===== src/rtl/clk_gen_pkg.sv =====
// Shared types and arithmetic for the period clock generator.
// The phase split is done at 32 bits and truncated by the caller to its counter width.
package clk_gen_pkg;

  typedef enum logic [1:0] {
    IDLE = 2'd0,
    HIGH = 2'd1,
    LOW  = 2'd2
  } gen_state_e;

  typedef struct packed {
    logic [31:0] high;
    logic [31:0] low;
  } phase_len_t;

  // Counter width that holds period*unit_cycles without overflow.
  function automatic int cnt_width(input int pw, input int unit_cycles);
    return pw + $clog2(unit_cycles) + 1;
  endfunction

  // The high phase takes the odd cycle, so a one-cycle period is all high.
  function automatic phase_len_t split_period(input logic [31:0] total);
    phase_len_t r;
    r.low  = total >> 1;
    r.high = total - r.low;
    return r;
  endfunction

endpackage


===== src/rtl/period_load_reg.sv =====
// Pending-period register with the load handshake.
// A zero period is rejected; a new load wins over a consume in the same cycle.
module period_load_reg #(
  parameter int PW = 8
) (
  input  logic          clk_i,
  input  logic          rst_i,
  input  logic          load_i,
  input  logic [PW-1:0] period_i,
  input  logic          consume_i,
  output logic [PW-1:0] pending_o,
  output logic          pending_valid_o,
  output logic          load_ack_o,
  output logic          period_err_o
);

  logic [PW-1:0] pending_q, pending_d;
  logic          valid_q, valid_d;
  logic          ack_q, ack_d;
  logic          err_q, err_d;
  logic          load_ok;

  assign load_ok = load_i && (period_i != '0);

  always_comb begin
    pending_d = pending_q;
    valid_d   = valid_q;
    ack_d     = load_ok;
    err_d     = load_i && (period_i == '0);
    if (load_ok) begin
      pending_d = period_i;
      valid_d   = 1'b1;
    end else if (consume_i) begin
      valid_d = 1'b0;
    end
  end

  always_ff @(posedge clk_i) begin
    if (rst_i) begin
      pending_q <= '0;
      valid_q   <= 1'b0;
      ack_q     <= 1'b0;
      err_q     <= 1'b0;
    end else begin
      pending_q <= pending_d;
      valid_q   <= valid_d;
      ack_q     <= ack_d;
      err_q     <= err_d;
    end
  end

  assign pending_o       = pending_q;
  assign pending_valid_o = valid_q;
  assign load_ack_o      = ack_q;
  assign period_err_o    = err_q;

endmodule


===== src/rtl/period_clock_gen.sv =====
// Programmable-period test clock source; period changes land only on period boundaries.
//   state | meaning
//   IDLE  | stopped, clk_ex low, waiting for en
//   HIGH  | clk_ex high, counting down the high phase
//   LOW   | clk_ex low, counting down the low phase; last cycle is the period boundary
module period_clock_gen
  import clk_gen_pkg::*;
#(
  parameter int PW             = 8,
  parameter int UNIT_CYCLES    = 6,
  parameter int DEFAULT_PERIOD = 100
) (
  input  logic          clk50,
  input  logic          rst,
  input  logic          en,
  input  logic          load,
  input  logic [PW-1:0] period_in,
  output logic          load_ack,
  output logic          period_err,
  output logic          clk_ex,
  output logic          rise_pulse,
  output logic          busy,
  output logic [PW-1:0] period_active
);

  localparam int            CW         = cnt_width(PW, UNIT_CYCLES);
  localparam logic [CW-1:0] CNT_ONE    = CW'(1);
  localparam logic [PW-1:0] PERIOD_RST = PW'(DEFAULT_PERIOD);

  gen_state_e    state_q, state_d;
  logic [CW-1:0] cnt_q, cnt_d;
  logic [CW-1:0] low_q, low_d;
  logic [PW-1:0] active_q, active_d;
  logic          clk_ex_q, clk_ex_d;
  logic          rise_q, rise_d;
  logic          busy_q;

  logic [PW-1:0] pend_val;
  logic          pend_valid;
  logic          consume;
  logic          start;
  logic          boundary;
  logic [PW-1:0] next_period;
  logic [CW-1:0] t_next;
  phase_len_t    ph_next;

  period_load_reg #(.PW(PW)) u_load_reg (
    .clk_i           (clk50),
    .rst_i           (rst),
    .load_i          (load),
    .period_i        (period_in),
    .consume_i       (consume),
    .pending_o       (pend_val),
    .pending_valid_o (pend_valid),
    .load_ack_o      (load_ack),
    .period_err_o    (period_err)
  );

  assign next_period = pend_valid ? pend_val : active_q;
  assign t_next      = CW'(next_period) * CW'(UNIT_CYCLES);
  assign ph_next     = split_period(32'(t_next));

  always_comb begin
    state_d  = state_q;
    cnt_d    = cnt_q;
    low_d    = low_q;
    active_d = active_q;
    clk_ex_d = clk_ex_q;
    rise_d   = 1'b0;
    consume  = 1'b0;
    start    = 1'b0;
    boundary = 1'b0;

    case (state_q)
      IDLE: begin
        clk_ex_d = 1'b0;
        cnt_d    = '0;
        start    = en;
      end
      HIGH: begin
        if (cnt_q > CNT_ONE) begin
          cnt_d = cnt_q - CNT_ONE;
        end else if (low_q != '0) begin
          state_d  = LOW;
          cnt_d    = low_q;
          clk_ex_d = 1'b0;
        end else begin
          boundary = 1'b1;
        end
      end
      LOW: begin
        if (cnt_q > CNT_ONE) begin
          cnt_d = cnt_q - CNT_ONE;
        end else begin
          boundary = 1'b1;
        end
      end
      default: begin
        state_d  = IDLE;
        clk_ex_d = 1'b0;
        cnt_d    = '0;
      end
    endcase

    if (boundary) begin
      if (en) begin
        start = 1'b1;
      end else begin
        state_d  = IDLE;
        clk_ex_d = 1'b0;
        cnt_d    = '0;
      end
    end

    // Phase lengths are latched here so a later load cannot reshape a running period.
    if (start) begin
      state_d  = HIGH;
      cnt_d    = CW'(ph_next.high);
      low_d    = CW'(ph_next.low);
      clk_ex_d = 1'b1;
      rise_d   = 1'b1;
      active_d = next_period;
      consume  = pend_valid;
    end
  end

  always_ff @(posedge clk50) begin
    if (rst) begin
      state_q  <= IDLE;
      cnt_q    <= '0;
      low_q    <= '0;
      active_q <= PERIOD_RST;
      clk_ex_q <= 1'b0;
      rise_q   <= 1'b0;
      busy_q   <= 1'b0;
    end else begin
      state_q  <= state_d;
      cnt_q    <= cnt_d;
      low_q    <= low_d;
      active_q <= active_d;
      clk_ex_q <= clk_ex_d;
      rise_q   <= rise_d;
      busy_q   <= (state_d != IDLE);
    end
  end

  assign clk_ex        = clk_ex_q;
  assign rise_pulse    = rise_q;
  assign busy          = busy_q;
  assign period_active = active_q;

endmodule


===== config.mk =====
export PLATFORM = sky130hd
export DESIGN_NAME = period_clock_gen
export DESIGN_NICKNAME = d
export VERILOG_FILES = /design/src/rtl/clk_gen_pkg.sv /design/src/rtl/period_load_reg.sv /design/src/rtl/period_clock_gen.sv
export SDC_FILE = /design/constraint.sdc
export NUM_CORES = 1
export LEC_CHECK = 0
export ABC_AREA = 1
export CORE_MARGIN = 1
export CORE_UTILIZATION = 38
export CTS_CLUSTER_SIZE = 8
export DETAILED_ROUTE_END_ITERATION = 7
export GPL_ROUTABILITY_DRIVEN = 0
export PLACE_DENSITY = 0.55
export SLEW_MARGIN = 20
export SYNTH_ARGS = -nofsm -noshare
export SYNTH_HDL_FRONTEND = slang
export SYNTH_SLANG_ARGS = --single-unit

===== constraint.sdc =====
create_clock -name clk50 -period 6 [get_ports clk50]
set_input_delay 0.9 -clock clk50 [delete_from_list [all_inputs] [get_ports clk50]]
set_output_delay 0.9 -clock clk50 [all_outputs]
set_load 0.01 [all_outputs]

==> reports/metrics.yaml, run 1 <==
status: "complete, no violations"
track_usage_pct: 20.25
cp_top_family: "simple AND/OR/NAND/NOR gates"
viasPerCell: 5.017
synth_nets: 513
slew_violations: 0
worst_pin_slew_ns: 0.7582
cts.clk_slew.worst_paths_ns: 0.09
postRouteAntennaNets: 0
num-fill-cells: 814
cts_sinks: 45
hp-start: "u_load_reg.pending_o[1]"
nets: 536
die_w_microns: 93.18
setup_viol: 0
critPathBufInv: 3
cp-start-kind: "flop"
routed_wl_mm: 8.122
hold_class: "flop to flop"
vias: 3025
crit_arrival_ns: 3.93
grt_max_degree: 18
critPathSlowestCell: "dfxtp_1"
max_freq_mhz: 265.0
critical_path_class: "flop to flop"
critPathMaxFanout: 14
cts_resized: 0
critPathMaxStageDelay_ns: 0.56
initial_core_util_pct: 40.05
n_antenna_cell: 0
syn_avg_cell_area_sq_um: 6.623
grt_pass1_wl_mm: 13.94
crit_path_end_kind: "flop"
rows: 32
clk_latency_ns: 0.30
ctsHoldBuffers: 0
vdd_drop_max_mv: 0.1330
r2r-start: "u_load_reg.pending_valid_o"
grt_pass1_vias: 3006
cts.htree.levels: 2
cts_tree: "done"
die_h_microns: 93.18
fin_crit_sh_pct: 62.89
dpl.hpwl_mm: 6.416
cp_cell_sequence: "inv_1 > or2_2 > o21ai_1 > inv_1 > ha_1 > fa_1 > xor2_1 > inv_1 > ha_1 > nand2_1 > o21ai_0 > nand2_1 > nand2_1 > nand2_1 > nand2_1 > nand3_1 > nand2_1 > nand2_1 > nand3_1 > nand2_1 > nor2_1 > nor2_1"
syn-cell-area_sq_um: 3159
ys_seq_area_share_pct: 28.51
final_common_cell: "nand2_1"
syn_inst: 477
post_cts_buffers: 0
ios: 25
regArea_sq_um: 900.9
powerDensity_nw_per_um2: 359.1
yosysWarnings: 0
rsz0062_at_grt: "no"
dr.pass1.iters: 4
core_area_sq_um: 7888
relSlewSlack_pct: 48.92
grt-ovfl-total: 0
drt_iter0_drc: 129
synthDistinctLibCells: 43
skew_ns: 0.01538
path_common_cell: "nand2_1"
crit_start: "u_load_reg.pending_valid_o"
setup_tns_ns: 0
drc_errors: 0
area_delta_synth_final_pct: 13.19
finalPower_mw: 1.284
clock_path_buffers: 2
finalCriticalPeriod_ns: 3.773
numCtsBuffers: 5
drv_cap: 0
crit_required_ns: 6.16
routedWlPerCell_microns: 13.47
final_cell_mix: "nand2_1, inv_1, dfxtp_1"
io_buffer_count: 24
die_area_sq_um: 8683
antenna_found_initial: 0
hold_viol: 0
synth.ff_latch_count: 45
multi_input_area_sq_um: 1938
drive_gt1_share_pct: 5.589
power_leakage_nw: 1.681
root_buffer: "clkbuf_8"
-- synthesized netlist by cell type, drive strengths merged --
library cell | instances | area (sq um)
o21ai | 34 | 173.9
fa | 1 | 20.02
mux2i | 1 | 10.01
nand2 | 126 | 500.5
nand3 | 36 | 190.2
o22a | 2 | 17.52
xnor2 | 3 | 26.28
dfxtp | 45 | 900.9
a31oi | 2 | 12.51
o21a | 1 | 7.510
nand3b | 2 | 15.01
o211ai | 4 | 30.03
buf | 5 | 45.04
o221ai | 1 | 8.760
a22oi | 1 | 12.51
or2 | 2 | 12.51
clkbuf | 3 | 11.26
nor2 | 48 | 202.7
clkinv | 2 | 12.51
nor3 | 7 | 35.03
inv | 67 | 251.5
a211oi | 1 | 7.510
o22ai | 7 | 43.79
nand4 | 9 | 56.30
a21o | 1 | 7.510
ha | 23 | 287.8
nor4 | 1 | 6.260
a21oi | 30 | 153.9
o21bai | 2 | 15.01
o2111ai | 1 | 8.760
or4 | 2 | 15.01
xor2 | 7 | 61.31
-- layer usage --
metal | track usage [%] | routed length (microns) | share of wire [%] | up-vias
met5 | 0 | 0 | 0 | -
met4 | 6.667 | 148 | 1.8 | 0
li1 | - | - | - | 1611
met1 | 26.59 | 3923 | 48 | 1348
met2 | 33.88 | 3773 | 46 | 55
met3 | 3.008 | 277 | 3.4 | 11
-- sequential cells by signal (all words and copies together), names as in the netlist --
signal	count
busy	1
clk_ex	1
cnt_q	12
low_q	9
period_active	8
rise_pulse	1
state_q	2
u_load_reg.load_ack_o	1
u_load_reg.pending_o	8
u_load_reg.pending_valid_o	1
u_load_reg.period_err_o	1
-- report_power, final --
| group | total, mW | internal (mW) | switching (mW) |
|---|---|---|---|
| clock | 0.213 | 0.106 | 0.107 |
| combinational | 0.692 | 0.246 | 0.446 |
| sequential | 0.379 | 0.340 | 0.0384 |
-- metrics by stage --
step / setup WS (ns) / std cells / cell area, sq um / util, % / hold WS, ns
4_1_cts: 2.193 / 603 / 3576 / 45.34 / 0.4762
6_report: 2.227 / 603 / 3576 / 45.34 / 0.4734
5_1_grt: 1.785 / 603 / 3576 / 45.34 / 0.4858
2_1_floorplan: 2.829 / 477 / 3159 / - / 0.4412
3_5_place_dp: 2.211 / 595 / 3471 / 44.00 / 0.4630
3_3_place_gp: 2.356 / 595 / 3471 / 44.00 / 0.4625
-- area by class of cell --
| cell class | count | share of cell area (%) |
|---|---|---|
| Clock buffer | 7 | 2.694 |
| Clock inverter | 1 | 0.2449 |
| Inverter | 69 | 7.383 |
| Multi-Input combinational cell | 355 | 54.20 |
| Sequential cell | 45 | 25.19 |
| Tap cell | 102 | 3.569 |
| Timing Repair Buffer | 24 | 6.718 |
-- kinds of logic (layout without fill, tap and decap cells) --
family          Yosys count  count (layout)  share of synthesized area, %
compound gates           87              87                         15.80
mux                       1               1                        0.3168
buf+inv                  77             101                         10.14
fa+ha+maj                24              24                         9.743
simple gates            233             233                         32.71
flops                    45              45                         28.51
xor+xnor                 10              10                         2.772
-- worst reg2reg max path, stage by stage (launching register included) --
cell,delay [ns]
dfxtp_1,0.56
inv_1,0.13
or2_2,0.29
o21ai_1,0.13
inv_1,0.12
ha_1,0.24
fa_1,0.40
xor2_1,0.26
inv_1,0.07
ha_1,0.35
nand2_1,0.06
o21ai_0,0.25
nand2_1,0.08
nand2_1,0.07
nand2_1,0.05
nand2_1,0.09
nand3_1,0.08
nand2_1,0.09
nand2_1,0.08
nand3_1,0.07
nand2_1,0.05
nor2_1,0.08
nor2_1,0.04
-- final timing paths --
| check | to | slack, ns | depth (start not counted) |
|---|---|---|---|
| max reg2reg | cnt_q[10] | 2.23 | 22 |
| min | u_load_reg.pending_o[1] | 0.47 | 2 |
| max | cnt_q[10] | 2.23 | 22 |
| min reg2reg | u_load_reg.pending_o[1] | 0.47 | 2 |
Note: power is estimated with default switching activity, not from simulation.
==> inputs of run 2 (changes only) <==
Settings changed: PLACE_DENSITY 0.55 to 0.57.
Clock period 6 ns to 3.1 ns, I/O delays scaled along.
==> run 2 against run 1 <==
Effect of this change: register-to-register slack worse by 2.1 ns; worst setup slack worse by 2.1 ns; utilization up 4.7 points; total power up 110%; fmax up 29%; count of clock-buffer cells in the layout unchanged; largest power group unchanged; highest routed layer unchanged.
==> reports/metrics.yaml, run 2 (synthesized netlist as in run 1, its figures left out) <==
die_w_microns: 93.18  # unchanged
worst_pin_slew_ns: 0.6667  # -0.09149 ns
hold_viol: 0  # unchanged
r2r_end: "cnt_q[10]"
cts_sinks: 45  # unchanged
crit_path_end_kind: "flop"
dpl.hpwl_mm: 6.664  # +3.9%
area_delta_synth_final_pct: 24.87
die_h_microns: 93.18  # unchanged
cts.htree.levels: 2  # unchanged
crit_arrival_ns: 3.12  # -0.81 ns
powerDensity_nw_per_um2: 669.0  # +86%
drc_errors: 0  # unchanged
io_buffer_count: 24  # unchanged
cts.clk_slew.worst_paths_ns: 0.09  # about the same
grt_max_degree: 17  # -1
dr.pass1.iters: 4  # unchanged
cp-start-kind: "flop"
critPathMaxStageDelay_ns: 0.39  # -0.17 ns
power.switching_mw: 1.219  # +110%
cp_cell_sequence: "inv_2 > or2_4 > o21ai_4 > inv_2 > ha_4 > fa_2 > xor2_4 > inv_2 > ha_4 > nand2_2 > o21ai_2 > nand2_1 > nand2_1 > nand2_1 > nand2_2 > nand3_2 > nand2_2 > nand2_2 > nand3_2 > nand2_1 > nor2_1 > nor2_1"
setup_viol: 0  # unchanged
grt_pass1_wl_mm: 14.26  # +2.3%
die_area_sq_um: 8683  # unchanged
skew_ns: 0.008964  # -0.006412 ns
antenna_found_initial: 0  # unchanged
power.share.clock_pct: 13.8  # -2.8 points
grt_pass1_vias: 3031  # +0.83%
cts_tree: "done"
drv_cap: 0  # unchanged
critPathSlowestCell: "fa_2"
track_usage_pct: 20.69  # +0.43 points
r2r_slack_ns: 0.17  # -2.06 ns
drt_iter0_drc: 172  # +33%
root_buffer: "clkbuf_8"
holdWs_ns: 0.4706  # -0.002882 ns
routedWlPerCell_microns: 13.50  # +0.21%
power_leakage_nw: 1.794  # +6.7%
pwr-share-seq_pct: 27.7  # -1.8 points
endpoint: "cnt_q[10]"
final_common_cell: "nand2_1"
viasPerCell: 5.099  # +1.6%
finalPower_mw: 2.639  # +110%
relSlewSlack_pct: 55.21  # +6.3 points
rows: 32  # unchanged
vias: 3197  # +5.7%
finalCriticalPeriod_ns: 2.933  # -0.8404 ns
core_area_sq_um: 7888  # unchanged
p_comb_share_pct: 58.5  # +4.6 points
crit_start: "u_load_reg.pending_valid_o"
r2r-start: "u_load_reg.pending_valid_o"
clk_latency_ns: 0.30  # about the same
num-fill-cells: 773  # -5.0%
routed_wl_mm: 8.463  # +4.2%
grt-ovfl-total: 0  # unchanged
drive_gt1_share_pct: 16.57  # +11 points
top_register: "cnt_q"
final_cell_mix: "nand2_1, inv_1, dfxtp_1"
swShare_pct: 46.17  # +0.15 points
largest_register_ffs: 12  # unchanged
ios: 25  # unchanged
nets: 560  # +4.5%
postRouteAntennaNets: 0  # unchanged
p_int_mw: 1.421  # +100%
critPathMaxFanout: 4  # -10
n_antenna_cell: 0  # unchanged
max_freq_mhz: 341.0  # +29%
slew_violations: 0  # unchanged
hold_class: "flop to flop"
fin_crit_sh_pct: 94.60  # +32 points
status: "complete, no violations"
rr_worst_depth: 22  # unchanged
vdd_drop_max_mv: 0.2346  # +76%
initial_core_util_pct: 40.05  # unchanged
crit_required_ns: 3.29  # -2.87 ns
critical_path_class: "flop to flop"
reg_top3: "cnt_q (12), low_q (9)"
numCtsBuffers: 5  # unchanged
clock_path_buffers: 2  # unchanged
[run 2: final cells by class]
type	instances	area, sq um	area share, %
clock inverter	1	7.507	0.1903
sequential	45	902.1	22.87
inverter	69	264.0	6.692
clock buffer	7	76.32	1.935
timing repair buffer	48	424.2	10.75
tap	102	127.6	3.235
multi-input combinational	355	2143	54.33
[run 2: per-layer routing]
metal,up-vias,track usage [%],share of wire (%)
met1,1464,26.96,48
met5,-,0,0
met3,20,2.764,3.2
li1,1664,-,-
met4,0,6.410,2.3
met2,49,35.29,47
[run 2: power groups by stage]
stage,combinational (mW),sequential (mW),clock [mW]
2_1_floorplan,1.04,0.731,0
3_3_place_gp,1.39,0.741,0
3_5_place_dp,1.40,0.741,0
4_1_cts,1.44,0.728,0.374
5_1_grt,1.74,0.741,0.399
6_report,1.54,0.731,0.363
[run 2: how the worst min path moves through the flow]
stage | startpoint | end | slack, ns | cells past startpoint
2_1_floorplan | u_load_reg.pending_o[1] | u_load_reg.pending_o[1] | 0.44 | 2
3_5_place_dp | u_load_reg.pending_o[1] | u_load_reg.pending_o[1] | 0.46 | 2
4_1_cts | u_load_reg.pending_o[1] | u_load_reg.pending_o[1] | 0.47 | 2
5_1_grt | u_load_reg.pending_o[1] | u_load_reg.pending_o[1] | 0.49 | 2
6_report | u_load_reg.pending_o[2] | u_load_reg.pending_o[2] | 0.47 | 2
3_3_place_gp | u_load_reg.pending_o[1] | u_load_reg.pending_o[1] | 0.46 | 2
[run 2: repair_timing]
item / 4_1_cts / 5_1_grt
hold buffers: 0 / 0
setup endpoints to repair: 6 / 7
setup buffers: 1 / 2
pin swaps: 4 / 11
resized for setup: 9 / 35
hold endpoints to repair: 0 / 0
[run 2: worst max-delay path: cells and delay by family (launching register included)]
family	cells	cell delay, ns
simple gates	13	1.00
fa+ha+maj	3	0.84
flops	1	0.35
xor+xnor	1	0.24
compound gates	2	0.20
buf+inv	3	0.18
[run 2: per-stage QoR]
step | setup TNS [ns] | cells | cell area (sq um) | setup slack (ns) | util, %
after global placement | -0.01557 | 616 | 3632 | -0.01557 | 46.05
after CTS | 0 | 625 | 3766 | 0.002711 | 47.75
after floorplan | 0 | 477 | 3163 | 0.003159 | -
after detailed placement | -0.4964 | 616 | 3632 | -0.1364 | 46.05
after global routing | -0.04617 | 627 | 3945 | -0.01978 | 50.02
final | 0 | 627 | 3945 | 0.1673 | 50.02
